### config.mk
export PLATFORM = sky130hd
export DESIGN_NAME = sm3_msg_pack
export DESIGN_NICKNAME = d
export VERILOG_FILES = /design/src/rtl/sm3_msg_pack.sv
export SDC_FILE = /design/constraint.sdc
export NUM_CORES = 1
export LEC_CHECK = 0
export BUFFER_PORTS_ARGS = -buffer_cell sky130_fd_sc_hd__buf_4
export CAP_MARGIN = 20
export CORE_AREA = 2 2 157 159
export DETAILED_ROUTE_END_ITERATION = 10
export DIE_AREA = 0 0 159 161
export PLACE_DENSITY = 0.6
export SYNTH_ARGS = -nofsm -noshare
export SYNTH_HDL_FRONTEND = slang
export SYNTH_SLANG_ARGS = --single-unit
### constraint.sdc
create_clock -name clk -period 4.6 [get_ports clk]
set_input_delay 0.46 -clock clk [delete_from_list [all_inputs] [get_ports clk]]
set_output_delay 0.46 -clock clk [all_outputs]
set_load 0.01 [all_outputs]
### src/rtl/sm3_msg_pack.sv
// rtl/sm3_msg_pack.sv - byte-stream to big-endian word packer feeding the SM3 padding core
module sm3_msg_pack #(
  parameter  int INPT_DW  = 32,
  localparam int BYTE_NUM = INPT_DW / 8
) (
  input  logic                clk,
  input  logic                rst,
  input  logic [7:0]          byte_d_i,
  input  logic                byte_vld_i,
  input  logic                byte_lst_i,
  output logic                byte_rdy_o,
  output logic [INPT_DW-1:0]  msg_inpt_d_o,
  output logic [BYTE_NUM-1:0] msg_inpt_vld_byte_o,
  output logic                msg_inpt_vld_o,
  output logic                msg_inpt_lst_o,
  input  logic                msg_inpt_rdy_i,
  output logic [60:0]         msg_byte_cnt_o,
  output logic                msg_done_o
);

  localparam int PW = $clog2(BYTE_NUM);

  logic [PW-1:0]       ptr;
  logic [INPT_DW-1:0]  acc_d;
  logic [BYTE_NUM-1:0] acc_mask;
  logic                acc_lst;
  logic                acc_full;
  logic [60:0]         running;

  logic [INPT_DW-1:0]  word_d;
  logic [BYTE_NUM-1:0] word_mask;
  logic                accept;
  logic                complete;
  logic                drain;
  logic                out_free;
  logic [60:0]         running_inc;

  assign byte_rdy_o  = !acc_full;
  assign accept      = byte_vld_i && byte_rdy_o;
  assign complete    = accept && (byte_lst_i || ptr == PW'(BYTE_NUM - 1));
  assign drain       = msg_inpt_vld_o && msg_inpt_rdy_i;
  assign out_free    = !msg_inpt_vld_o || drain;
  assign running_inc = (&running) ? running : running + 61'd1;

  // Accumulator with the incoming byte merged into slot ptr; slot 0 is the MSB byte.
  always_comb begin
    word_d    = acc_d;
    word_mask = '0;
    for (int i = 0; i < BYTE_NUM; i++) begin
      if (ptr == PW'(i)) word_d[INPT_DW-1-8*i -: 8] = byte_d_i;
      word_mask[BYTE_NUM-1-i] = (PW'(i) <= ptr);
    end
  end

  always_ff @(posedge clk) begin
    if (rst) begin
      ptr                 <= '0;
      acc_d               <= '0;
      acc_mask            <= '0;
      acc_lst             <= 1'b0;
      acc_full            <= 1'b0;
      running             <= '0;
      msg_inpt_d_o        <= '0;
      msg_inpt_vld_byte_o <= '0;
      msg_inpt_vld_o      <= 1'b0;
      msg_inpt_lst_o      <= 1'b0;
      msg_byte_cnt_o      <= '0;
      msg_done_o          <= 1'b0;
    end else begin
      // Output register: a fresh word takes priority; a parked word only exists when no byte can arrive.
      if (complete && out_free) begin
        msg_inpt_d_o        <= word_d;
        msg_inpt_vld_byte_o <= word_mask;
        msg_inpt_lst_o      <= byte_lst_i;
        msg_inpt_vld_o      <= 1'b1;
      end else if (acc_full && drain) begin
        msg_inpt_d_o        <= acc_d;
        msg_inpt_vld_byte_o <= acc_mask;
        msg_inpt_lst_o      <= acc_lst;
        msg_inpt_vld_o      <= 1'b1;
      end else if (drain) begin
        msg_inpt_vld_o <= 1'b0;
      end

      if (complete) begin
        ptr <= '0;
        if (out_free) begin
          acc_d <= '0;
        end else begin
          acc_d    <= word_d;
          acc_mask <= word_mask;
          acc_lst  <= byte_lst_i;
          acc_full <= 1'b1;
        end
      end else if (accept) begin
        acc_d <= word_d;
        ptr   <= ptr + PW'(1);
      end else if (acc_full && drain) begin
        acc_d    <= '0;
        acc_full <= 1'b0;
      end

      msg_done_o <= 1'b0;
      if (accept) begin
        if (byte_lst_i) begin
          msg_byte_cnt_o <= running_inc;
          msg_done_o     <= 1'b1;
          running        <= '0;
        end else begin
          running <= running_inc;
        end
      end
    end
  end

endmodule

==> impl_metrics.env <==
export IMPL_syn_avg_cell_area_um2=8.11
export IMPL_die_x_um=159
export IMPL_tightest_slew_ns=1.05
export IMPL_cp_required_ns=5.03
export IMPL_grt_pass1_wl_um=43000
export IMPL_async_flop_share_pct=0
export IMPL_min_path_cells=3
export IMPL_cts_num_sinks=201
export IMPL_ant_nets=0
export IMPL_n_antenna_cell=0
export IMPL_cts_tree="built"
export IMPL_critPathKind="reg -> reg"
export IMPL_fill_cells=2434
export IMPL_fin_skew_ns=0.0156
export IMPL_ys_warn_count=0
export IMPL_setup_ws_ns=1.41
export IMPL_gr_usage_all_layers_pct=20.2
export IMPL_r2r_end="msg_byte_cnt_o[57]"
export IMPL_portBuffers=113
export IMPL_maxSlewHeadroom_pct=29.9
export IMPL_drv_slew=0
export IMPL_ys_ff_latch=201
export IMPL_p_leak_nw=4.02
export IMPL_cap_viol_max_count=0
export IMPL_drt_iter0_markers=672
export IMPL_power_density_nw_per_um2=365
export IMPL_cts_root_buffer="clkbuf_16"
export IMPL_wire_per_inst_um=17.1
export IMPL_cts_buffers=24
export IMPL_clk_path_buf_depth=3
export IMPL_synthToLayoutAreaGrowth_pct=17.7
export IMPL_initial_core_util_pct=40.3
export IMPL_cts_setup_buffers=0
export IMPL_vias=8921
export IMPL_rrSetupSlack_ns=1.41
export IMPL_setup_tns_ns=0
export IMPL_layout_commonest_cell="dfxtp_1"
export IMPL_syn_nets=1210
export IMPL_num_rows=57
export IMPL_synth_flop_cell="dfxtp_1"
export IMPL_core_area_um2=24000
export IMPL_syn_inst=1191
export IMPL_dpl_worst_slack_ns=1.43
export IMPL_synth_edf_count=0
export IMPL_ir_drop_uv=249
export IMPL_worstRegToRegCells=6
export IMPL_drcViolationCount=0
export IMPL_cp_end_kind="flop"
export IMPL_viasPerCell=5.65
export IMPL_ctsHoldBuffers=0
export IMPL_rsz0062_at_grt="no"
export IMPL_hold_path_class="in -> reg"
export IMPL_gr_total_overflow=0
export IMPL_whs_endpoint="acc_d[18]"
export IMPL_period_needed_ns=3.19
export IMPL_status="finished, final reports clean"
export IMPL_hold_violations=0
export IMPL_ys_types=63
export IMPL_finalWirelength_um=27000
export IMPL_antenna_found_initial=0
export IMPL_drive_gt1_share_pct=14.3
export IMPL_routabilityCongestion=0.880
export IMPL_fmax_mhz=313
export IMPL_cts_resized=0
export IMPL_cts_max_level=1
export IMPL_first_global_vias=7988
export IMPL_dr_pass1_iters=5
export IMPL_timing_rr_start="running[4]"
export IMPL_insertion_delay_ns=0.53
export IMPL_dpl_hpwl_um=18500
export IMPL_synth_area_um2=9660
export IMPL_seq_area_frac_synth_pct=41.7
export IMPL_nets=1258
export IMPL_die_h_um=161
export IMPL_clk_pin_slew_ns=0.06
export IMPL_critPathMaxFanout=12
export IMPL_start_kind="flop"
export IMPL_dieArea_um2=25600
export IMPL_crit_arrival_ns=3.62
export IMPL_min_from="byte_d_i[2]"
export IMPL_grt_max_degree=88
export IMPL_fin_crit_sh_pct=69.4
export IMPL_setup_violations_final=0
export IMPL_fin_util_pct=47.4
export IMPL_layout_common_cells="dfxtp_1 (201), nor2_1 (179), buf_4 (123), nand2_1 (87), nor3_1 (65)"
export IMPL_io_pins=114
==> critical path: stages, from the launching register on <==
cell,delay [ns]
dfxtp_1,0.45
nand4_1,0.29
or3b_2,0.68
or3_1,0.50
or4_4,0.57
or3_1,0.35
a311oi_1,0.25
==> per-stage QoR <==
stage,cells,cell area (um^2),hold WS [ns],power (W)
global route,1579,11400,0.263,0.00431
CTS,1579,11400,0.250,0.00420
detailed placement,1537,10500,0.447,0.00223
floorplan,1191,9660,0.440,0.00208
finish,1579,11400,0.260,0.00415
global placement,1537,10500,0.443,0.00222
==> cell usage after synthesis, drive strengths merged (6+ instances only) <==
| cell | count | area share (%) |
|---|---|---|
| a211oi | 49 | 3.8 |
| a21oi | 33 | 1.7 |
| a22oi | 32 | 2.5 |
| a311oi | 9 | 0.88 |
| a31oi | 46 | 3.0 |
| and2 | 7 | 0.47 |
| and3 | 19 | 1.2 |
| and4 | 9 | 0.82 |
| buf | 20 | 1.4 |
| clkbuf | 80 | 3.3 |
| dfxtp | 201 | 42 |
| ha | 6 | 0.78 |
| inv | 10 | 0.39 |
| mux2i | 14 | 1.5 |
| nand2 | 88 | 3.4 |
| nand2b | 7 | 0.45 |
| nand3 | 40 | 2.2 |
| nand3b | 24 | 1.9 |
| nand4 | 27 | 1.7 |
| nor2 | 181 | 7.0 |
| nor2b | 8 | 0.52 |
| nor3 | 66 | 3.5 |
| nor4 | 22 | 1.4 |
| o211ai | 6 | 0.47 |
| o21a | 8 | 0.62 |
| o21ai | 43 | 2.2 |
| o22ai | 24 | 1.6 |
| or3 | 7 | 0.45 |
| or4 | 24 | 1.9 |
| xnor2 | 13 | 1.2 |
| xor2 | 33 | 3.0 |
==> worst max-delay path by stage <==
stage / cells after the start / to / slack [ns] / startpoint
floorplan: 8 / msg_byte_cnt_o[57] / 1.76 / running[5]
global placement: 6 / msg_byte_cnt_o[57] / 1.53 / running[4]
detailed placement: 6 / msg_byte_cnt_o[57] / 1.43 / running[4]
CTS: 6 / msg_byte_cnt_o[57] / 1.42 / running[4]
global route: 7 / running[46] / 1.22 / running[0]
finish: 6 / msg_byte_cnt_o[57] / 1.41 / running[4]
==> final cells by class <==
type / count / area [um^2] / share of cell area (%)
clock buffer: 35 / 692 / 6.09
clock inverter: 7 / 128 / 1.12
inverter: 10 / 37.5 / 0.330
multi-input combinational: 877 / 5120 / 45.1
sequential: 201 / 4020 / 35.4
tap: 324 / 405 / 3.57
timing repair buffer: 125 / 955 / 8.40
==> layer usage <==
layer	wire length (um)	track usage, %	up-vias
met1	12300	27.4	4148
met3	1650	3.78	59
li1	-	-	4450
met4	720	5.95	0
met2	12400	32.9	264
met5	0	0	-
==> power breakdown <==
group          internal [W]  switching (W)  total [W]
logic              0.000141       0.000210   0.000350
registers           0.00180      0.0000344    0.00183
clock network       0.00121       0.000752    0.00196
==> state kept, by name (all words and copies together), names as in the netlist <==
name,cells
msg_byte_cnt_o,61
msg_inpt_vld_o,1
msg_inpt_d_o,32
msg_inpt_vld_byte_o,4
running,61
acc_d,32
acc_full,1
acc_mask,4
msg_inpt_lst_o,1
acc_lst,1
ptr,2
msg_done_o,1
==> cell families (layout without fill, tap and decap cells) <==
| family | after synthesis | after routing | share of synthesized area [%] |
|---|---|---|---|
| compound gates | 269 | 269 | 18.4 |
| flops | 201 | 201 | 41.7 |
| simple gates | 541 | 541 | 28.0 |
| fa+ha+maj | 6 | 6 | 0.777 |
| buf+inv | 113 | 177 | 5.40 |
| mux | 15 | 15 | 1.57 |
| xor+xnor | 46 | 46 | 4.17 |
Power figures use the tool's default switching activity.
